**config.mk**
```make
export PLATFORM = sky130hd
export DESIGN_NAME = serial_adder
export DESIGN_NICKNAME = d
export VERILOG_FILES = /design/src/rtl/serial_adder.sv
export SDC_FILE = /design/constraint.sdc
export NUM_CORES = 1
export LEC_CHECK = 0
export ABC_CLOCK_PERIOD_IN_PS = 1800
export CORE_UTILIZATION = 30
export CTS_BUF_LIST = sky130_fd_sc_hd__clkbuf_2 sky130_fd_sc_hd__clkbuf_4 sky130_fd_sc_hd__clkbuf_8
export DETAILED_ROUTE_END_ITERATION = 10
export HOLD_SLACK_MARGIN = 0.05
export PLACE_DENSITY_LB_ADDON = 0.15
export SLEW_MARGIN = 20
export SYNTH_ARGS = -nofsm -noshare
export SYNTH_HDL_FRONTEND = slang
export SYNTH_SLANG_ARGS = --single-unit
```
**constraint.sdc**
```tcl
create_clock -name clk_in -period 1.8 [get_ports clk_in]
set_clock_uncertainty 0.15 [all_clocks]
set_input_delay 0.54 -clock clk_in [delete_from_list [all_inputs] [get_ports clk_in]]
set_output_delay 0.54 -clock clk_in [all_outputs]
set_load 0.01 [all_outputs]
```
**src/rtl/serial_adder.sv**
```systemverilog
// Bit-serial adder/subtractor: one full-adder cell, one bit per clock, LSB first.
// Results are registered and only update on the completion edge.
module serial_adder #(
  parameter int WIDTH = 8
) (
  input  logic             clk_in,
  input  logic             rst_n_in,
  input  logic             start_in,
  input  logic             sub_in,
  input  logic             cin_in,
  input  logic [WIDTH-1:0] a_in,
  input  logic [WIDTH-1:0] b_in,
  output logic [WIDTH-1:0] sum_out,
  output logic             cout_out,
  output logic             ovf_out,
  output logic             busy_out,
  output logic             done_out
);

  localparam int CW = (WIDTH > 1) ? $clog2(WIDTH) : 1;
  localparam logic [CW-1:0] LAST = CW'(WIDTH - 1);

  typedef enum logic {
    IDLE,
    BUSY
  } state_t;

  state_t state, state_next;

  logic [WIDTH-1:0] a_sh;
  logic [WIDTH-1:0] b_sh;
  logic [WIDTH-1:0] res_sh;
  logic             carry;
  logic [CW-1:0]    cnt;
  logic             fa_s;
  logic             fa_c;
  logic             last_bit;

  assign fa_s     = a_sh[0] ^ b_sh[0] ^ carry;
  assign fa_c     = (a_sh[0] & b_sh[0]) | (carry & (a_sh[0] ^ b_sh[0]));
  assign last_bit = (cnt == LAST);

  always_ff @(posedge clk_in or negedge rst_n_in) begin
    if (!rst_n_in) state <= IDLE;
    else           state <= state_next;
  end

  always_comb begin
    state_next = state;
    case (state)
      IDLE:    if (start_in) state_next = BUSY;
      BUSY:    if (last_bit) state_next = IDLE;
      default: state_next = IDLE;
    endcase
  end

  // Subtraction is a + ~b + 1, so the B operand is inverted once at capture.
  always_ff @(posedge clk_in or negedge rst_n_in) begin
    if (!rst_n_in) begin
      a_sh     <= '0;
      b_sh     <= '0;
      res_sh   <= '0;
      carry    <= 1'b0;
      cnt      <= '0;
      sum_out  <= '0;
      cout_out <= 1'b0;
      ovf_out  <= 1'b0;
      busy_out <= 1'b0;
      done_out <= 1'b0;
    end else begin
      done_out <= 1'b0;
      case (state)
        IDLE: begin
          if (start_in) begin
            a_sh     <= a_in;
            b_sh     <= sub_in ? ~b_in : b_in;
            carry    <= sub_in ? 1'b1 : cin_in;
            res_sh   <= '0;
            cnt      <= '0;
            busy_out <= 1'b1;
          end
        end
        BUSY: begin
          a_sh   <= a_sh >> 1;
          b_sh   <= b_sh >> 1;
          res_sh <= {fa_s, res_sh[WIDTH-1:1]};
          carry  <= fa_c;
          cnt    <= cnt + 1'b1;
          // carry still holds the carry into the MSB on the last step
          if (last_bit) begin
            sum_out  <= {fa_s, res_sh[WIDTH-1:1]};
            cout_out <= fa_c;
            ovf_out  <= carry ^ fa_c;
            busy_out <= 1'b0;
            done_out <= 1'b1;
            cnt      <= '0;
          end
        end
        default: ;
      endcase
    end
  end

endmodule

```
==> results.toml <==
[drt]
drtIter0Drc = 49
remaining_drc_errors = 0
dr.pass1.iters = 4
viasPerCell = 4.65
drtAntennaViolNets = 0
wl_per_cell_um = 12.8
vias = 1232
totalWireLength_um = 3410

[die]
die_area_um2 = 6340
start_util_pct = 32.0
fp.dieH_um = 79.6
num_io_pins = 33
core.rowCount = 27
core-area_um2 = 5640
die_w_um = 79.6

[global_route]
grt_max_degree = 32
grt_pass1_vias = 1257
grt_usage_pct = 12.1
grt_pass1_wl_um = 5840
antenna_found_initial = 0
grt_overflow = 0

[sta]
worst_pin_slew_ps = 459
holdWs_ps = 36.3
min_period_over_period_pct = 94.7
hold_viol = 0
setup_viol = 0
maxSlewViolCount = 0
period_needed_ps = 1700
relSlewSlack_pct = 69.4
rsz0062_at_grt = "false"
fmax_mhz = 587

[clock_tree]
cts.hold.buffers_added = 0
clockRootBuffer = "clkbuf_8"
cts_resized = 12
cts_setup_buffers = 0
clockBufferDepth = 2
numCtsBuffers = 5
clock_latency_ps = 290
cts.clk_slew.worst_paths_ps = 80
clock_sinks = 40
cts_tree = "built"
htree_num_levels = 2

[synth]
syn_area_um2 = 1810
yosysSeqAreaShare_pct = 55.4
synth-seq-cells = 40
synth_nets = 178
synthTopCellsByArea = "dfrtp_1 55%, mux2_2 6.2%, mux2i_1 4.4%"
syn_avg_cell_area_um2 = 11.8
yosysTopAreaCellShare_pct = 55.4
syn_inst = 153
synth_largest_area_cell = "dfrtp_1"
synth.distinct_cells = 27
yosysWarnings = 0

[setup_path]
r2r_start = "cnt[0]"
r2r_end = "ovf_out"
arrival_ps = 1730
worst-setup-path-type = "register to register"
rr_worst_depth = 5
worstPathMaxFanout = 11
start_kind = "register"
reg2reg_slack_ps = 100
worstPathRequired_ps = 1830
cp-endpoint = "ovf_out"
critPathCaptureType = "register"
crit_start = "cnt[0]"

[pwr]
ir_worst_vdd_mv = 0.448
p_leak_nw = 1.09
power_density_nw_per_um2 = 1440

[layout]
design_area_um2 = 2350
nNetsFinal = 217
final_layout_size_suffix_gt1_share_pct = 15.0
layout_common_cells = "40 x dfrtp_1, 19 x nand2_1, 19 x clkdlybuf4s50_1"
area_delta_synth_final_pct = 30.1
antennaDiodeCount = 0
layout_commonest_cell = "dfrtp_1"

[place]
gp_congestion = 0.717
io_buffers = 32
post-dp-hpwl_um = 2450
place_area_um2 = 2250

[min_path]
hold_path.class = "input port to async pin"

[status]
outcome = "finished, final reports clean"

[flow_run]
maxCapViolCount = 0
[flip-flops by register name (all words and copies together), names as in the netlist]
name / flops
a_sh: 8
b_sh: 8
busy_out: 1
carry: 1
cnt: 3
cout_out: 1
done_out: 1
ovf_out: 1
res_sh: 7
state: 1
sum_out: 8
[routing by layer]
| layer | wire (µm) | part of all wire (%) | global-route usage (%) | up-vias |
|---|---|---|---|---|
| met4 | 43 | 1.3 | 4.36 | 0 |
| met3 | 159 | 4.7 | 3.89 | 6 |
| li1 | - | - | - | 602 |
| met5 | 0 | 0 | 0 | - |
| met2 | 1670 | 49 | 19.8 | 27 |
| met1 | 1530 | 45 | 14.7 | 597 |
[cell usage after synthesis (all sizes together)]
cell / number
dfrtp: 40
nand2: 19
o21ai: 14
mux2: 10
buf: 8
mux2i: 8
nand2b: 7
nor2: 5
or3b: 5
xnor2: 5
o211ai: 4
xor2: 4
a221o: 3
a22o: 3
and2: 3
ha: 3
inv: 3
clkbuf: 2
o31ai: 2
a211oi: 1
fa: 1
nor2b: 1
nor3b: 1
o22ai: 1
[cells by family after synthesis]
| kind of cell | after synthesis | share of synthesized area, % |
|---|---|---|
| simple gates | 41 | 11.6 |
| flops | 40 | 55.4 |
| compound gates | 28 | 10.2 |
| mux | 18 | 10.7 |
| buf+inv | 13 | 4.50 |
| xor+xnor | 9 | 4.36 |
| fa+ha+maj | 4 | 3.19 |
[per-stage QoR]
stage,setup TNS (ps),power (mW),cells,setup slack [ps],utilization [%]
after floorplan,0,2.25,153,215,-
after global placement,-1790,2.73,257,-161,40.0
after detailed placement,-2360,2.77,257,-190,40.0
after CTS,0,3.43,265,93.4,41.7
after global routing,0,3.63,265,53.3,41.7
final,0,3.38,265,95.6,41.7
[report_power, final]
| group | internal (mW) | leakage, nW | total (mW) | switching [mW] |
|---|---|---|---|---|
| Combinational | 0.611 | 0.521 | 1.11 | 0.498 |
| Clock | 0.427 | 0.0586 | 0.742 | 0.315 |
| Sequential | 1.29 | 0.507 | 1.53 | 0.243 |
| Total | 2.32 | 1.09 | 3.38 | 1.06 |
[worst max-delay path, cell delays in order (launching register included)]
cell and delay [ps]:
dfrtp_1 410, ha_1 230, ha_1 210, nand2_1 120, buf_12 140, mux2_2 330
[worst min-delay path by stage]
stage,slack (ps),depth (start not counted),from,end
4_1_cts,50,1,rst_n_in,sum_out[1]
6_report,40,1,rst_n_in,res_sh[1]
5_1_grt,70,1,rst_n_in,sum_out[1]
3_5_place_dp,330,2,a_sh[1],a_sh[0]
2_1_floorplan,90,0,rst_n_in,a_sh[0]
3_3_place_gp,320,2,a_sh[5],a_sh[4]
[cell type report]
cell class	count	area (µm²)
fill	540	3290
sequential	40	1000
multi-input combinational	100	724
timing repair buffer	42	413
tap	72	90.1
clock buffer	6	76.3
clock inverter	2	35.0
inverter	3	11.3
Note: power is estimated with default switching activity, not from simulation.
==> patch 1: new RTL, same settings <==
Set the parameter `WIDTH` to 16 (it was 8).
--- a/src/rtl/serial_adder.sv
+++ b/src/rtl/serial_adder.sv
@@ -3,3 +3,3 @@
 module serial_adder #(
-  parameter int WIDTH = 8
+  parameter int WIDTH = 16
 ) (
Ports: changed (resized a_in, b_in and sum_out); port bits go from 33 to 57. No check against the original RTL was run, so the function may have changed too.
==> patch 1 against the original RTL <==
  * Power is 68% higher
  * Final area is 81% higher
  * Setup slack worse by 0.035 ns
  * Sequential cell count is 33 higher
  * Routed wire length is 94% higher
  * Via count is 91% higher
  * Clock power is 97% higher
  * Area after synthesis is 84% higher
==> patch 1: results (changes against the original RTL) <==
Avg Vias per Cell 4.41 (was 4.65); worst reg-to-reg setup slack 0.17 ns (was 0.1 ns); critical path peak fanout 2 (was 11); PD cells 1330 nW/um^2 (was 1440 nW/um^2); Worst R2R End sum_out[14] (was ovf_out); Clock Latency Late Sink 0.34 ns (was 0.29 ns); register area share after synthesis 55.1% (was 55.4%); relative slew slack 77.7% (was 69.4%); Place WS -0.0785 ns (was -0.190 ns); largest delay contributor family on the critical path flip-flops (was adder cells); sequential share of power 46.3% (was 45.2%); Main synth FF type dfrtp_1 (unchanged); crit path to ovf_out (unchanged); WP data arrival 1.05 ns (was 1.73 ns); net count after synthesis 368 (was 178); vias in the first global route 2,354 (was 1,257); H-Tree Level Count 3 (was 2); most frequent cells after synthesis 101 x nand2_1, 73 x dfrtp_1, 38 x o21ai_0 (was 40 x dfrtp_1, 19 x nand2_1, 14 x o21ai_0); initial antenna violation count 0 (unchanged); cells after synthesis 329 (was 153); Final Wtd Congestion 0.698 (was 0.717); worst vdd ir 0.411 mV (was 0.448 mV); Final Util 39.5% (was 41.7%); CTS Buf Count 9 (was 5); fin crit period 1.74 ns (was 1.70 ns); DR iter-0 viols 78 (was 49); via count 2,348 (was 1,232); CP Launch Point ovf_out (was cnt[0]); I/O Buffers 56 (was 32); Sw Share 32.0% (was 31.2%); Largest regs a_sh: 16 flops, b_sh: 16 flops, sum_out: 16 flops (was a_sh: 8 flops, b_sh: 8 flops, sum_out: 8 flops); Leakage 2.06 nW (was 1.09 nW); Synth area leaders dfrtp_1 55%, nand2_1 11%, mux2i_1 9.4%, o21ai_0 5.7%, xor2_1 4.2% (was dfrtp_1 55%, mux2_2 6.2%, mux2i_1 4.4%, nand2_1 3.9%, o21ai_0 3.9%); placed insts 515 (was 257); Worst Hold Class flip-flop to flip-flop (was input port to async pin); logic gate share of total power 28.0% (was 32.8%); Nets 426 (was 217); WL per Instance 12.4 microns (was 12.8 microns); first-pass GRT wire length 11.5 mm (was 5.84 mm); outcome finished clean (unchanged)
[patch 1: cell types whose count changed in the layout (fill, tap and decap cells not counted), moves of 12 or more]
cell,change
dfrtp_1,+32
nand2_1,+82
xor2_1,+12
mux2i_1,+23
o21ai_0,+24
clkdlybuf4s50_1,+15
[patch 1: through the flow]
step	hold slack [ns]	instance area, sq um	TNS [ns]
after global routing	0.345	4270	0
after floorplan	0.0944	3320	0
after global placement	0.307	4050	-0.0330
final	0.318	4270	0
after CTS	0.326	4270	0
after detailed placement	0.311	4050	-0.528
[patch 1: logic make-up (layout without fill, tap and decap cells)]
family	after synthesis	count (layout)	synth area share, %
AOI/OAI and AO/OA	57	57	9.35
xor gates and xnor gates	18	18	4.75
adders and majority gates	2	2	0.980
buffers and inverters	25	88	5.20
DFF	73	73	55.1
muxes	31	31	9.35
and+or+nand+nor	123	123	15.3
[patch 1: worst register-to-register path, cell delays in order (launching register included)]
cell and delay (ns):
dfrtp_1 0.42, ha_1 0.28, nand4_1 0.17, clkinv_2 0.28, nand2_1 0.17, nand2_1 0.06
[patch 1: layout make-up]
type | instances | area, sq um
fillers | 1107 | 6530
flip-flops and latches | 73 | 1830
multi-input cells | 231 | 1320
repair buffers | 69 | 703
well taps | 140 | 175
clock buffers | 11 | 151
clock inverters | 5 | 77.6
inverters | 3 | 12.5
[patch 1: per-layer routing]
layer	track usage, %	up-vias	wire length (microns)
met2	20.6	46	3000
met5	0	-	0
li1	-	1192	-
met3	3.89	11	327
met1	16.6	1099	3170
met4	4.70	0	104
[patch 1: repair_timing]
action                     in CTS  in global routing
buffers inserted                0                  0
gates resized for setup        20                  0
hold buffers                    1                  0
setup endpoints to repair      20                  0
hold endpoints to repair       20                  0
==> patch 2: new RTL, same flow settings <==
Made on the original files. Register the inputs `start_in`, `sub_in`, `cin_in`, `a_in` and `b_in` before use, without a reset. The logic sees them one clock later.
--- a/src/rtl/serial_adder.sv
+++ b/src/rtl/serial_adder.sv
@@ -27,2 +27,16 @@
 
+  logic start_q;
+  logic sub_q;
+  logic cin_q;
+  logic [WIDTH-1:0] a_q;
+  logic [WIDTH-1:0] b_q;
+
+  always_ff @(posedge clk_in) begin
+    start_q <= start_in;
+    sub_q   <= sub_in;
+    cin_q   <= cin_in;
+    a_q     <= a_in;
+    b_q     <= b_in;
+  end
+
   state_t state, state_next;
@@ -50,3 +64,3 @@
     case (state)
-      IDLE:    if (start_in) state_next = BUSY;
+      IDLE:    if (start_q) state_next = BUSY;
       BUSY:    if (last_bit) state_next = IDLE;
@@ -73,6 +87,6 @@
         IDLE: begin
-          if (start_in) begin
-            a_sh     <= a_in;
-            b_sh     <= sub_in ? ~b_in : b_in;
-            carry    <= sub_in ? 1'b1 : cin_in;
+          if (start_q) begin
+            a_sh     <= a_q;
+            b_sh     <= sub_q ? ~b_q : b_q;
+            carry    <= sub_q ? 1'b1 : cin_q;
             res_sh   <= '0;
Formal check against the unedited RTL: not equivalent (a bounded check fails within 4 cycles, from zero or initial values and one cycle with rst_n_in low).
==> patch 2 against the original RTL <==
  * Setup slack got worse by 0.013 ns
  * Power rose by 28%
  * Final area rose by 20%
  * Sequential power rose by 31%
  * Critical path type is now flip-flop to output port
  * Area after synthesis rose by 22%
  * Count of clock-buffer cells in the layout rose by 9
  * Routed wire length rose by 11%
  * Sequential cell count rose by 19
==> patch 2: results (changes against the original RTL) <==
asr flop ratio synth 67.8% (was 100%); most frequent cells after synthesis 40 x dfrtp_1, 19 x dfxtp_1, 19 x nand2_1 (was 40 x dfrtp_1, 19 x nand2_1, 14 x o21ai_0); Worst R2R End sum_out[0] (was ovf_out); mean post-synth cell area 12.8 sq um (was 11.8 sq um); FMAX 0.582 GHz (was 0.587 GHz); CTS Buf Count 9 (was 5); max incr delay on CP 0.40 ns; outcome finished clean (unchanged); antenna cells 0 (unchanged); Fill cells 678 (was 540); reg2reg path depth 5 (unchanged); gr usage total 11.8% (was 12.1%); crit path to busy_out (was ovf_out); clk root buf clkbuf_8 (unchanged); register area share after synthesis 62.5% (was 55.4%); critical path peak fanout 3 (was 11); I/O Buffers 32 (unchanged); relative slew slack 67.8% (was 69.4%); Yosys warning count 0 (unchanged); initial antenna violation count 0 (unchanged); first-pass GRT wire length 6.58 mm (was 5.84 mm); largest net degree at the start of global routing 41 (was 32); CP Launch Point busy_out (was cnt[0]); Reg-to-Reg Start cnt[0] (unchanged); DR iter-0 viols 58 (was 49); Final Wtd Congestion 0.656 (was 0.717); H-Tree Level Count 3 (was 2); Leakage 1.32 nW (was 1.09 nW); Clock transition at path regs 0.06 ns (was 0.08 ns); Yosys cell types 31 (was 27); Worst Hold Class flip-flop to flip-flop (was input port to async pin); Pint 3.04 mW (was 2.32 mW); layout cells sized above 1 15.3% (was 15.0%); Nets 237 (was 217); WL per Instance 12.1 microns (was 12.8 microns); HP Start a_sh[5]; Min-Delay Path Depth 2; Max clock buf depth 2 (unchanged); Synth top area share 45.3% (was 55.4%); vias in the first global route 1,334 (was 1,257); worst vdd ir 0.484 mV (was 0.448 mV); number of iterations in the first detailed-routing pass 4 (unchanged); Post-Route WL 3.77 mm (was 3.41 mm); Synth area leaders dfrtp_1 45%, dfxtp_1 17%, mux2_4 6.1%, mux2i_1 3.6%, nand2_1 3.2% (was dfrtp_1 55%, mux2_2 6.2%, mux2i_1 4.4%, nand2_1 3.9%, o21ai_0 3.9%); hpwl dp 2.49 mm (was 2.45 mm); Clock Latency Late Sink 0.34 ns (was 0.29 ns); Avg Vias per Cell 4.27 (was 4.65); largest delay contributor family on the critical path flip-flops (was adder cells); worst reg-to-reg setup slack 0.13 ns (was 0.1 ns); placed insts 296 (was 257); Crit-path slowest cell dfrtp_1 (unchanged); net count after synthesis 197 (was 178)
[patch 2: layout make-up]
cell class / count / area [sq um] / area share [%]
Clock buffer: 15 / 181 / 6.41
Inverter: 2 / 7.51 / 0.265
Multi-Input combinational cell: 101 / 761 / 26.9
Timing Repair Buffer: 39 / 380 / 13.4
Sequential cell: 59 / 1380 / 48.8
Tap cell: 96 / 120 / 4.24
[patch 2: cells by family after synthesis]
kind of cell,share of synthesized area (%)
AO/OA/AOI/OAI,8.38
XOR/XNOR,3.57
adder cells (fa/ha/maj),2.60
buffers and inverters,3.06
flip-flops,62.5
multiplexers,10.2
AND/OR/NAND/NOR,9.63
[patch 2: layer usage]
layer / routed length [microns] / global-route usage [%] / up-vias
li1: - / - / 662
met1: 1790 / 14.6 / 631
met2: 1720 / 16.3 / 30
met3: 163 / 5.47 / 9
met4: 99 / 8.05 / 0
met5: 0 / 0 / -
[patch 2: power groups by stage]
| stage | clock network (mW) | logic (mW) | registers [mW] |
|---|---|---|---|
| 6_report | 1.10 | 1.23 | 2.00 |
| 5_1_grt | 1.20 | 1.38 | 2.06 |
| 4_1_cts | 1.15 | 1.25 | 2.01 |
| 3_5_place_dp | 0 | 1.32 | 2.03 |
| 3_3_place_gp | 0 | 1.29 | 2.01 |
| 2_1_floorplan | 0 | 0.855 | 1.98 |
[patch 2: worst min-delay path by stage]
stage | end | slack [ns]
floorplan | a_sh[0] | 0.09
global placement | a_sh[2] | 0.32
detailed placement | a_sh[4] | 0.32
CTS | a_sh[4] | 0.34
global route | sum_out[4] | 0.37
finish | a_sh[4] | 0.34
[patch 2: stage by stage]
| stage | setup slack (ns) | cell area, sq um |
|---|---|---|
| 5_1_grt | 0.0206 | 2830 |
| 6_report | 0.0823 | 2830 |
| 3_3_place_gp | 0.170 | 2660 |
| 2_1_floorplan | 0.209 | 2210 |
| 3_5_place_dp | 0.128 | 2660 |
| 4_1_cts | 0.0600 | 2830 |
[patch 2: what timing repair did]
action	in CTS	in global routing
endpoints found under the hold margin	40	0
gates resized for setup	12	0
hold buffers	1	0
setup buffers	0	0
setup endpoints to repair	12	0
